**src/rtl/multicycle_ctrl_fsm.sv**
```systemverilog
// ----------------------------------------------------------------------------
// multicycle_ctrl_fsm
//   Main controller for the multicycle RV32I core. It sequences the shared ALU,
//   the instruction register, the PC and the unified memory through the
//   FETCH..WRITEBACK states. It stalls on the memory-ready handshake, traps
//   unsupported opcodes and counts retired instructions.
//
// Ports
//   clk        core clock, rising edge
//   reset      synchronous, active-high
//   op         opcode field instr[6:0]
//   Zero       ALU zero flag, used in BEQ
//   MemReady   memory completes the current access this cycle
//   PCWrite    PC load enable (gated by MemReady in FETCH, by Zero in BEQ)
//   AdrSrc     0: address=PC, 1: address=ALUOut
//   MemWrite   memory write request, held until MemReady
//   IRWrite    IR / OldPC load enable (gated by MemReady in FETCH)
//   ResultSrc  00 ALUOut, 01 Data, 10 ALUResult
//   ALUSrcA    00 PC, 01 OldPC, 10 rs1
//   ALUSrcB    00 rs2, 01 ImmExt, 10 constant 4
//   ALUOp      00 ADD, 01 SUB, 10 funct-decoded
//   RegWrite   register file write enable
//   Illegal    sticky unsupported-opcode flag
//   State      current state encoding (debug)
//   InstRet    retired-instruction count, wraps silently
// ----------------------------------------------------------------------------
module multicycle_ctrl_fsm #(
    parameter int CNT_W = 32
) (
    input  logic             clk,
    input  logic             reset,
    input  logic [6:0]       op,
    input  logic             Zero,
    input  logic             MemReady,
    output logic             PCWrite,
    output logic             AdrSrc,
    output logic             MemWrite,
    output logic             IRWrite,
    output logic [1:0]       ResultSrc,
    output logic [1:0]       ALUSrcA,
    output logic [1:0]       ALUSrcB,
    output logic [1:0]       ALUOp,
    output logic             RegWrite,
    output logic             Illegal,
    output logic [3:0]       State,
    output logic [CNT_W-1:0] InstRet
);

    localparam logic [6:0] OP_LOAD  = 7'b0000011;
    localparam logic [6:0] OP_STORE = 7'b0100011;
    localparam logic [6:0] OP_R     = 7'b0110011;
    localparam logic [6:0] OP_I     = 7'b0010011;
    localparam logic [6:0] OP_JAL   = 7'b1101111;
    localparam logic [6:0] OP_BEQ   = 7'b1100011;

    typedef enum logic [3:0] {
        S_FETCH    = 4'd0,
        S_DECODE   = 4'd1,
        S_MEMADR   = 4'd2,
        S_MEMREAD  = 4'd3,
        S_MEMWB    = 4'd4,
        S_MEMWRITE = 4'd5,
        S_EXECR    = 4'd6,
        S_ALUWB    = 4'd7,
        S_EXECI    = 4'd8,
        S_JAL      = 4'd9,
        S_BEQ      = 4'd10,
        S_TRAP     = 4'd11
    } state_e;

    // Moore part of the control word. PC/IR enables are kept as qualifiers
    // here and combined with MemReady/Zero at the output.
    typedef struct packed {
        logic       adr_src;
        logic       mem_write;
        logic       reg_write;
        logic       pc_always;   // unconditional PC load (JAL)
        logic       pc_zero;     // PC load when Zero (BEQ)
        logic       fetch;       // PC/IR load when MemReady (FETCH)
        logic [1:0] result_src;
        logic [1:0] alu_src_a;
        logic [1:0] alu_src_b;
        logic [1:0] alu_op;
    } ctrl_t;

    function automatic ctrl_t decode(input state_e s);
        ctrl_t c;
        c = '0;
        case (s)
            S_FETCH: begin
                c.fetch      = 1'b1;
                c.alu_src_b  = 2'b10;
                c.result_src = 2'b10;
            end
            S_DECODE: begin
                c.alu_src_a = 2'b01;
                c.alu_src_b = 2'b01;
            end
            S_MEMADR: begin
                c.alu_src_a = 2'b10;
                c.alu_src_b = 2'b01;
            end
            S_MEMREAD:  c.adr_src = 1'b1;
            S_MEMWB: begin
                c.result_src = 2'b01;
                c.reg_write  = 1'b1;
            end
            S_MEMWRITE: begin
                c.adr_src   = 1'b1;
                c.mem_write = 1'b1;
            end
            S_EXECR: begin
                c.alu_src_a = 2'b10;
                c.alu_op    = 2'b10;
            end
            S_EXECI: begin
                c.alu_src_a = 2'b10;
                c.alu_src_b = 2'b01;
                c.alu_op    = 2'b10;
            end
            S_ALUWB:    c.reg_write = 1'b1;
            S_JAL: begin
                c.alu_src_a = 2'b01;
                c.alu_src_b = 2'b10;
                c.pc_always = 1'b1;
            end
            S_BEQ: begin
                c.alu_src_a = 2'b10;
                c.alu_op    = 2'b01;
                c.pc_zero   = 1'b1;
            end
            default: c = '0;     // TRAP and unreachable codes: everything off
        endcase
        return c;
    endfunction

    state_e     state_q, state_d;
    ctrl_t      ctrl_q;
    logic       illegal_q;
    logic [CNT_W-1:0] instret_q;
    logic       retire;

    always_comb begin
        state_d = state_q;
        retire  = 1'b0;
        case (state_q)
            S_FETCH:    if (MemReady) state_d = S_DECODE;
            S_DECODE: begin
                case (op)
                    OP_LOAD, OP_STORE: state_d = S_MEMADR;
                    OP_R:              state_d = S_EXECR;
                    OP_I:              state_d = S_EXECI;
                    OP_JAL:            state_d = S_JAL;
                    OP_BEQ:            state_d = S_BEQ;
                    default:           state_d = S_TRAP;
                endcase
            end
            S_MEMADR:   state_d = (op == OP_LOAD) ? S_MEMREAD : S_MEMWRITE;
            S_MEMREAD:  if (MemReady) state_d = S_MEMWB;
            S_MEMWRITE: begin
                if (MemReady) begin
                    state_d = S_FETCH;
                    retire  = 1'b1;
                end
            end
            S_EXECR, S_EXECI, S_JAL: state_d = S_ALUWB;
            S_MEMWB, S_ALUWB, S_BEQ: begin
                state_d = S_FETCH;
                retire  = 1'b1;
            end
            default:    state_d = S_TRAP;
        endcase
    end

    // Control word is registered from the next state so it lines up with
    // state_q without a decode stage on the output path.
    always_ff @(posedge clk) begin
        if (reset) begin
            state_q   <= S_FETCH;
            ctrl_q    <= decode(S_FETCH);
            illegal_q <= 1'b0;
            instret_q <= '0;
        end else begin
            state_q   <= state_d;
            ctrl_q    <= decode(state_d);
            illegal_q <= illegal_q | (state_d == S_TRAP);
            if (retire) instret_q <= instret_q + CNT_W'(1);
        end
    end

    // Gating PC/IR with MemReady gives exactly one PC increment per fetch no
    // matter how long the fetch stalls. Enables are killed while in reset.
    assign IRWrite   = ~reset & ctrl_q.fetch & MemReady;
    assign PCWrite   = ~reset & ((ctrl_q.fetch & MemReady) |
                                 (ctrl_q.pc_zero & Zero) |
                                  ctrl_q.pc_always);
    assign MemWrite  = ~reset & ctrl_q.mem_write;
    assign RegWrite  = ~reset & ctrl_q.reg_write;
    assign AdrSrc    = ctrl_q.adr_src;
    assign ResultSrc = ctrl_q.result_src;
    assign ALUSrcA   = ctrl_q.alu_src_a;
    assign ALUSrcB   = ctrl_q.alu_src_b;
    assign ALUOp     = ctrl_q.alu_op;
    assign Illegal   = illegal_q;
    assign State     = state_q;
    assign InstRet   = instret_q;

endmodule
```
**config.mk**
```make
export PLATFORM = sky130hd
export DESIGN_NAME = multicycle_ctrl_fsm
export DESIGN_NICKNAME = d
export VERILOG_FILES = /design/src/rtl/multicycle_ctrl_fsm.sv
export SDC_FILE = /design/constraint.sdc
export NUM_CORES = 1
export LEC_CHECK = 0
export ABC_AREA = 1
export CORE_MARGIN = 10
export CORE_UTILIZATION = 39
export CTS_CLUSTER_DIAMETER = 120
export DETAILED_ROUTE_END_ITERATION = 16
export GPL_TIMING_DRIVEN = 0
export HOLD_SLACK_MARGIN = 0.02
export PLACE_DENSITY_LB_ADDON = 0.08
export SLEW_MARGIN = 20
export SYNTH_ARGS = -nofsm -noshare
export SYNTH_HDL_FRONTEND = slang
export SYNTH_SLANG_ARGS = --single-unit
```
**constraint.sdc**
```tcl
create_clock -name clk -period 3.5 [get_ports clk]
set_input_delay 0.7 -clock clk [delete_from_list [all_inputs] [get_ports clk]]
set_output_delay 0.7 -clock clk [all_outputs]
set_load 0.02 [all_outputs]
```
==> run_results.csv <==
group,metric,value,unit
clock_network,postCtsSetupRepairBufs,0,
finish,n_antenna_cell,0,
die,dieArea,11200,um2
route,ant_nets,0,
placed_design,place_congestion,0.890,
synth,synthCells,459,
synth,synth-seq-cells,50,
synth,syn_avg_cell_area,6.26,um2
worst_setup_path,critPathMaxFanout,5,
grt,grt_pass1_wl,13900,um
worst_setup_path,crit_path_end_kind,"output pin",
sta,relSlewSlack,0.593,
die,ios,61,
hold_path,whs_path_depth,2,
clock_network,cts_root_buf,"clkbuf_8",
placed_design,io_buffers,59,
sta,finClkSkew,0.00295,ns
die,rows,31,
placed_design,place_inst,617,
finish,seq_area,1000,um2
grt,track_usage,0.149,
clock_network,numCtsBuffers,5,
clock_network,clock-sinks,50,
sta,fin_tns_setup,0,ns
grt,grt_pass1_vias,2678,
finish,mostFrequentLayoutCells,"nand2_1, nor2_1, clkdlybuf4s50_1",
route,drt-pass1-iter-count,4,
hold_path,min_to,"Illegal$_SDFF_PP0_",
worst_setup_path,arrival,2.19,ns
worst_setup_path,rrSetupSlack,1.69,ns
synth,ys_warn_count,0,
worst_setup_path,cp-start-kind,"primary input",
sta,period_share,0.824,
route,drc,0,
sta,setup_viol,0,
synth,synth_edf_count,0,
synth,synthFlopType,"dfxtp_1",
pwr,powerDensity,516,nW/um2
die,die_w,106,um
placed_design,dp_hpwl,6660,um
grt,overflow,0,
synth,synth_fp_nets,471,
route,via_per_inst,4.76,
grt,antenna_found_initial,0,
clock_network,cts.path.max_buffers,2,
sta,drv_slew,0,
sta,fmax,0.347,GHz
pwr,leakage,1.41,nW
pwr,total_power,1.91,mW
clock_network,holdBufCountCts,0,
route,drtIter0Drc,117,
clock_network,tritoncts,"done",
route,route.detailed.wl_per_inst,13.2,um
job,max-cap-violations,0,
hold_path,holdCritPathClass,"register to register",
synth,synth.distinct_cells,27,
finish,fillers,752,
route,drt-total-wl,8230,um
sta,rsz0062_at_grt,"false",
grt,grt_start_max_net_pins,17,
clock_network,clkTransAtPathRegs,0.09,ns
worst_setup_path,required,2.80,ns
synth,synth_seq_area_share,0.348,
sta,hold_violations,0,
finish,area_growth,28.8,%
synth,async_flop_share,0,
run_status,outcome,"finished, final reports clean",
finish,fin_nets,537,
sta,min_period,2.89,ns
finish,layout-drive-gt1-share,0.0760,
die,core_area,7210,um2
finish,final_common_cell,"nand2_1",
synth,netlist_area,2880,um2
clock_network,clk_latency,0.31,ns
die,fp.dieH,106,um
hold_path,min-delay-start,"Illegal$_SDFF_PP0_",
route,routed-via-count,2978,
worst_setup_path,crit_type,"primary input to output pin",
pwr,vdd_drop_max,0.000231,V
finish,multi_input_area,1580,um2
sta,tightest_slew,0.610,ns
worst_setup_path,r2r_start,"InstRet[0]$_SDFFE_PP0P_",
clock_network,cts_resized,0,
die,initial_utilization,0.399,
finish,fin_cells,625,
worst_setup_path,rr_worst_depth,10,
clock_network,htree_levels,2,
worst_setup_path,worst_r2r_endpoint,"InstRet[18]$_SDFFE_PP0P_",
-- synth_stat cells (2+ instances only) --
library cell	number	area, um2
nor2_2	6	37.5
buf_6	2	22.5
o21ai_1	3	15.0
nand3_2	4	40.0
clkinv_1	2	7.51
inv_2	2	7.51
nand2_2	3	18.8
buf_4	9	67.6
xor2_1	12	105
nor2_1	73	274
inv_1	43	161
nand4_1	6	37.5
a21oi_1	28	140
nor3_1	8	40.0
nand2_1	152	571
nor2_4	3	33.8
nand3b_1	7	52.6
clkbuf_1	5	18.8
nand3_1	28	140
o21ai_0	7	35.0
dfxtp_1	50	1000
-- critical path, stage by stage --
cell	delay, ns
clkdlybuf4s50_1	0.58
nand2_1	0.12
a21oi_1	0.16
clkdlybuf4s50_1	0.63
-- stage by stage --
stage               hold WS [ns]  area (um2)   util  worst slack (ns)
CTS                        0.505        3700  0.513             0.613
global route               0.538        3700  0.513             0.551
detailed placement         0.475        3590  0.498             0.609
finish                     0.496        3700  0.513             0.615
global placement           0.464        3590  0.498             0.609
floorplan                  0.561        2880      -              1.41
-- power by group --
part / switching (mW) / leakage [nW] / internal (mW)
Clock: 0.201 / 0.0504 / 0.213
Sequential: 0.0485 / 0.405 / 0.646
Combinational: 0.493 / 0.954 / 0.311
-- cell families (layout without fill, tap and decap cells) --
family                   Yosys count  after routing  synth area share
adder cells (fa/ha/maj)            1              1           0.00435
AND/OR/NAND/NOR                  293            293             0.441
AO/OA/AOI/OAI                     38             38            0.0661
XOR/XNOR                          13             13            0.0396
buffers and inverters             64            131             0.101
flip-flops                        50             50             0.348
-- sequential cells by signal (all words and copies together) (netlist names) --
register	cells
ResultSrc	2
ctrl_q	4
ALUSrcB	2
AdrSrc	1
ALUOp	2
Illegal	1
InstRet	32
ALUSrcA	2
State	4
-- routing by layer --
| metal | GRT usage | vias to the layer above | part of all wire |
|---|---|---|---|
| met4 | 0.0290 | 0 | 0.0079 |
| li1 | - | 1565 | - |
| met2 | 0.220 | 93 | 0.42 |
| met1 | 0.210 | 1312 | 0.50 |
| met5 | 0 | - | 0 |
| met3 | 0.0426 | 8 | 0.073 |
-- layout make-up --
cell class,instances,share of cell area
Clock buffer,5,0.0186
Tap cell,99,0.0334
Buffer,17,0.0307
Clock inverter,3,0.0122
Inverter,47,0.0476
Sequential cell,50,0.270
Timing Repair Buffer,59,0.159
Multi-Input combinational cell,345,0.428
-- worst max path at each step --
stage / startpoint / to / slack [ns] / cells after the start
3_3_place_gp: MemReady / PCWrite / 0.61 / 4
5_1_grt: MemReady / PCWrite / 0.55 / 4
2_1_floorplan: reset / PCWrite / 1.41 / 3
6_report: MemReady / PCWrite / 0.61 / 4
4_1_cts: MemReady / PCWrite / 0.61 / 4
3_5_place_dp: MemReady / PCWrite / 0.61 / 4
Note: power is estimated with default switching activity, not from simulation.
